$ cat src/rtl/benes_route_pipelined.sv
// Elastic pipelined Benes swap network: routes SIZE lanes of DATA_W bits so that
// out[x] = in[perm[x]] for the permutation whose control bits accompany each beat.
module benes_route_pipelined #(
    parameter int SIZE      = 32,
    parameter int DATA_W    = 8,
    parameter int REG_EVERY = 3,
    localparam int TAGWIDTH = $clog2(SIZE),
    localparam int STAGES   = 2*TAGWIDTH-1,
    localparam int BITWIDTH = STAGES*SIZE/2,
    localparam int NREG     = (STAGES + REG_EVERY - 1) / REG_EVERY,
    localparam int HALF     = SIZE/2,
    localparam int DW       = SIZE*DATA_W
) (
    input  logic                clk,
    input  logic                n_rst,
    input  logic                in_valid,
    output logic                in_ready,
    input  logic [BITWIDTH-1:0] in_ctrl,
    input  logic [DW-1:0]       in_data,
    output logic                out_valid,
    input  logic                out_ready,
    output logic [DW-1:0]       out_data,
    output logic                busy
);

    // One swap column: gap shrinks back down after the middle stage.
    function automatic logic [DW-1:0] applyStage(input logic [DW-1:0] d,
                                                 input logic [HALF-1:0] c,
                                                 input int stage);
        logic [DW-1:0] r;
        int gap;
        int pos;
        r   = d;
        gap = (stage < STAGES-1-stage) ? (1 << stage) : (1 << (STAGES-1-stage));
        for (int j = 0; j < HALF; j++) begin
            pos = (j % gap) + 2*gap*(j / gap);
            if (c[j]) begin
                r[pos*DATA_W +: DATA_W]       = d[(pos+gap)*DATA_W +: DATA_W];
                r[(pos+gap)*DATA_W +: DATA_W] = d[pos*DATA_W +: DATA_W];
            end
        end
        return r;
    endfunction

    logic [NREG-1:0] w_validVec;

    for (genvar k = 0; k < NREG; k++) begin : g_reg
        localparam int FIRST = k*REG_EVERY;
        localparam int LAST  = (((k+1)*REG_EVERY < STAGES) ? (k+1)*REG_EVERY : STAGES) - 1;
        localparam int NSEG  = LAST - FIRST + 1;
        localparam int CWIN  = (STAGES - FIRST)*HALF;
        localparam int CWOUT = (STAGES - 1 - LAST)*HALF;

        logic            w_upValid;
        logic [DW-1:0]   w_upData;
        logic [CWIN-1:0] w_upCtrl;
        logic            w_ready;
        logic            w_downReady;
        logic            r_valid;
        logic [DW-1:0]   r_data;

        if (k == 0) begin : g_src
            assign w_upValid = in_valid;
            assign w_upData  = in_data;
            assign w_upCtrl  = in_ctrl;
        end else begin : g_src
            assign w_upValid = g_reg[k-1].r_valid;
            assign w_upData  = g_reg[k-1].r_data;
            assign w_upCtrl  = g_reg[k-1].g_ctrl.r_ctrl;
        end

        if (k == NREG-1) begin : g_dn
            assign w_downReady = out_ready;
        end else begin : g_dn
            assign w_downReady = g_reg[k+1].w_ready;
        end

        assign w_ready = !r_valid || w_downReady;

        for (genvar s = 0; s < NSEG; s++) begin : g_st
            logic [DW-1:0] w_out;
            if (s == 0) begin : g_in
                assign w_out = applyStage(w_upData, w_upCtrl[0 +: HALF], FIRST);
            end else begin : g_in
                assign w_out = applyStage(g_st[s-1].w_out, w_upCtrl[s*HALF +: HALF], FIRST+s);
            end
        end

        // Lanes only capture real beats so idle cycles leave them untouched.
        always_ff @(posedge clk or negedge n_rst) begin
            if (!n_rst) begin
                r_valid <= 1'b0;
                r_data  <= '0;
            end else if (w_ready) begin
                r_valid <= w_upValid;
                if (w_upValid) begin
                    r_data <= g_st[NSEG-1].w_out;
                end
            end
        end

        // Only the ctrl of stages still ahead travels with the beat.
        if (k < NREG-1) begin : g_ctrl
            logic [CWOUT-1:0] r_ctrl;
            always_ff @(posedge clk or negedge n_rst) begin
                if (!n_rst) begin
                    r_ctrl <= '0;
                end else if (w_ready && w_upValid) begin
                    r_ctrl <= w_upCtrl[CWIN-1 -: CWOUT];
                end
            end
        end

        assign w_validVec[k] = r_valid;
    end

    assign in_ready  = g_reg[0].w_ready;
    assign out_valid = g_reg[NREG-1].r_valid;
    assign out_data  = g_reg[NREG-1].r_data;
    assign busy      = |w_validVec;

endmodule

$ cat config.mk
export PLATFORM = sky130hd
export DESIGN_NAME = benes_route_pipelined
export DESIGN_NICKNAME = d
export VERILOG_FILES = /design/src/rtl/benes_route_pipelined.sv
export SDC_FILE = /design/constraint.sdc
export NUM_CORES = 2
export LEC_CHECK = 0
export CAP_MARGIN = 40
export CORE_ASPECT_RATIO = 1.2
export CORE_MARGIN = 4
export CORE_UTILIZATION = 49
export DETAILED_ROUTE_END_ITERATION = 12
export PLACE_DENSITY = 0.8
export REMOVE_ABC_BUFFERS = 1
export SYNTH_ARGS = -nofsm -noshare
export SYNTH_HDL_FRONTEND = slang
export SYNTH_SLANG_ARGS = --single-unit
$ cat constraint.sdc
create_clock -name clk -period 3.7 [get_ports clk]
set_clock_uncertainty 0.15 [all_clocks]
set_input_delay 1.11 -clock clk [delete_from_list [all_inputs] [get_ports clk]]
set_output_delay 1.11 -clock clk [all_outputs]
set_load 0.01 [all_outputs]
Yosys cells after proc, flatten, opt, wreduce, memory -nomap -nowiden
Index checks and enable logic that the tools add are counted.
Widths: inputs -> output; s select.
- $add $sub $neg: 0
- bitwise operators: 0
- reduce and logical (&&, ||, !) cells: 12
- div/mod/pow operators: 0
- magnitude comparators: 0
- multiplexer cells: 256
- equality and inequality tests: 0
- multiply operators: 0
- shifts and indexed selects: 0
- operators by type and width (kind ; count):
    $mux 8 ; 224
    $mux 16 ; 32
    $reduce_and 2->1 ; 3
    $logic_not 1->1 ; 3
    $logic_or 1x1->1 ; 3
    $reduce_or 3->1 ; 1
    $logic_and 1x1->1 ; 2
- RAM bits: 0
- bits of input ports: 404
- flip-flop bits (word level): 915
- memory bits (read-only): 0
- output and inout port bits: 259
- memories kept: 0
- bits in latches: 0
- word-level logic and storage cells: 276

Logic depth before layout (Yosys ltp)
- depth in word-level cells: 5
- gate-level depth with buffers: 7
- depth with buffers taken out: 4

Least setup slack after synthesis
No wires, ideal clock.
- path kind: input -> output
- start: input out_ready
- end: output in_ready
- arrival: 1.353 ns
- path slack: 1.087 ns
- required time: 2.440 ns
- cell stages on the path: 1
- cell sequence: nand4b_2
- longest elaborated chain between the ends: 3
- RTL lines (item ; RTL line ; source):
    start, declared ; 21 ; input logic out_ready,
    $logic_or 1x1->1 (3 in a row) ; 78 ; assign w_ready = !r_valid || w_downReady;
    end, declared ; 17 ; output logic in_ready,
Every way passes these cells.

Final worst setup path
Same ends and word-level chain as after synthesis.

==> results.cfg <==
[synth]
synth_area_leaders = mux2i_1 (40%), dfrtp_1 (40%), o21ai_0 (4.5%), nand2_1 (3.4%), buf_2 (2.5%)
synth-compound-area-share_pct = 6.71
synth-edff-count = 0
synth_warnings = 0
synth_seq_cells = 915
synth_fa_ha_area_share_pct = 0
synth.top_cell.area_share_pct = 40.2
synthesis.area_mm2 = 0.0573
synthSimpleGateAreaFrac_pct = 5.15
synth_largest_area_cell = mux2i_1
seq_area_frac_synth_pct = 39.9
synth_top_family_by_area = multiplexers
synth_mux_area_share_pct = 43.4
ys_types = 22
ys.flop_type = dfrtp_1
synth.most_common_cell = mux2i_1
yosys.area_share.xor_xnor_pct = 0
synthTopCellsByCount = mux2i_1 (2304), dfrtp_1 (915), nand2_1 (513), o21ai_0 (512), buf_2 (286)
synthArstFlopShare_pct = 100
syn_area_per_cell_um2 = 10.6
synthCells = 5383

[timing]
hold_violations = 0
period_needed_ps = 3530
drv_slew = 0
min_period_over_period_pct = 95.5
setup_viol = 0
tightest_slew_ps = 984
rsz0062_at_grt = no
fmax_mhz = 283
slew_headroom_pct = 32.5
hold_slack_ps = 235

[cells_and_area]
layout-drive-gt1-share_pct = 8.58
areaGrowthSynthToFinish_pct = 20.1
fin_nets = 6295
fillers = 9744
seq_area_mm2 = 0.0229
multiInputGateArea_mm2 = 0.0317

[drt]
vias_per_cell = 6.04
wl_per_cell_um = 29.8
first_pass_iters = 6
routed-via-count = 45291
drt_iter0_drc = 4072
drc = 0
drt_wl_total_um = 223000
ant_nets = 0

[min_path]
hp-class = in -> async

[clock_network]
root_buffer = clkbuf_16
hold_buffers = 0
htreeDepth = 3
cts_made_buffers = 92
tritoncts = built
post_cts_buffers = 0
clk_pin_slew_ps = 60
clockBufferDepth = 3
post_cts_resized = 0
worstSkewPairLatency_ps = 720
cts.sinks = 915

[pwr]
power_w = 0.0486
pwr_density_cell_mw_per_mm2 = 706
ir_drop_mv = 0.359
p_leak_nw = 33.4

[worst_setup_path]
reg2reg_from = g_reg[0].g_ctrl.r_ctrl[15]
crit_path_start_kind = input port
reg2reg_slack_ps = 890
critPathRequiredTime_ps = 2440
cp-end-kind = primary output
timing_worst_setup_path_type = in -> out
crit_fanout = 3
critical_path_arrival_ps = 2270
r2r-end = g_reg[1].r_data[58]
rr_worst_depth = 5

[global_routing]
grt_pass1_wl_um = 313000
overflow = 0
grt_antenna_before_repair = 24
grt_pass1_vias = 44602
grt_max_degree = 126
grt_usage_pct = 35.3

[die]
core_area_mm2 = 0.116
die_width_um = 320
num_io_pins = 663
fp.dieArea_mm2 = 0.123
die_h_um = 383
fp-row-count = 137
start_util_pct = 49.3

[outcome]
status = completed

[placed_design]
io_buffers = 662
gp_congestion = 1.01
dp_hpwl_um = 186000

[flow_run]
max-cap-violations = 0
## critical path: stages
cell             delay (ps)
clkdlybuf4s50_1         490
nand4b_2                140
clkdlybuf4s50_1         540
## cell type report
type	count	share of cell area (%)
Clock buffer	121	3.74
Clock inverter	38	0.825
Tap cell	1529	2.78
Antenna cell	10	0.0363
Multi-Input combinational cell	3994	46.1
Timing Repair Buffer	888	13.3
Sequential cell	915	33.2
## cells by family after synthesis
| family | count (synthesis) |
|---|---|
| compound gates | 768 |
| buf+inv | 474 |
| flops | 915 |
| mux | 2448 |
| simple gates | 778 |
## metal layers
layer	track usage [%]	vias up	routed length, µm
met1	43.5	22886	87600
met2	59.3	1743	107000
met5	0	-	45
met4	19.8	6	14400
met3	5.54	403	14300
li1	-	20253	-
## power by group
group          internal [W]  total [W]  switching [W]
clock               0.00574    0.00992        0.00418
combinational       0.00937     0.0207         0.0113
sequential           0.0133     0.0180        0.00475
total                0.0284     0.0486         0.0202
## flip-flops by register name (all words and copies together) (netlist names)
name / cells
g.r_data: 512
out_data: 256
g.r_valid: 2
g.g_ctrl.r_ctrl: 144
out_valid: 1
## metrics by stage
stage	instances	util [%]	setup WS, ps	TNS [ps]	area [µm²]
6_report	7495	59.3	166	0	68900
2_1_floorplan	4909	-	-6650	-5101830	54600
3_3_place_gp	7300	56.0	164	0	65000
3_5_place_dp	7325	56.5	170	0	65700
4_1_cts	7484	59.2	164	0	68800
5_1_grt	7489	59.2	135	0	68800
## cell usage in the layout, fill, tap and decap left out, types with 23 or more instances in the layout
cell,Yosys,routed
buf_12,6,29
clkbuf_16,0,93
nor2_1,256,256
mux2_2,77,77
buf_16,0,23
clkdlybuf4s50_1,0,661
buf_4,92,172
mux2i_1,2304,2304
a21oi_1,256,256
o21ai_0,512,512
mux2_4,58,58
nand2_1,513,512
dfrtp_1,915,915
## worst max path at each step
stage          startpoint          end  slack [ps]  depth (start not counted)
2_1_floorplan   out_ready  out_data[0]       -6650                          3
3_3_place_gp    out_ready     in_ready         160                          3
3_5_place_dp    out_ready     in_ready         170                          3
4_1_cts         out_ready     in_ready         160                          3
5_1_grt         out_ready     in_ready         140                          3
6_report        out_ready     in_ready         170                          3
(Power assumes the default switching activity.)
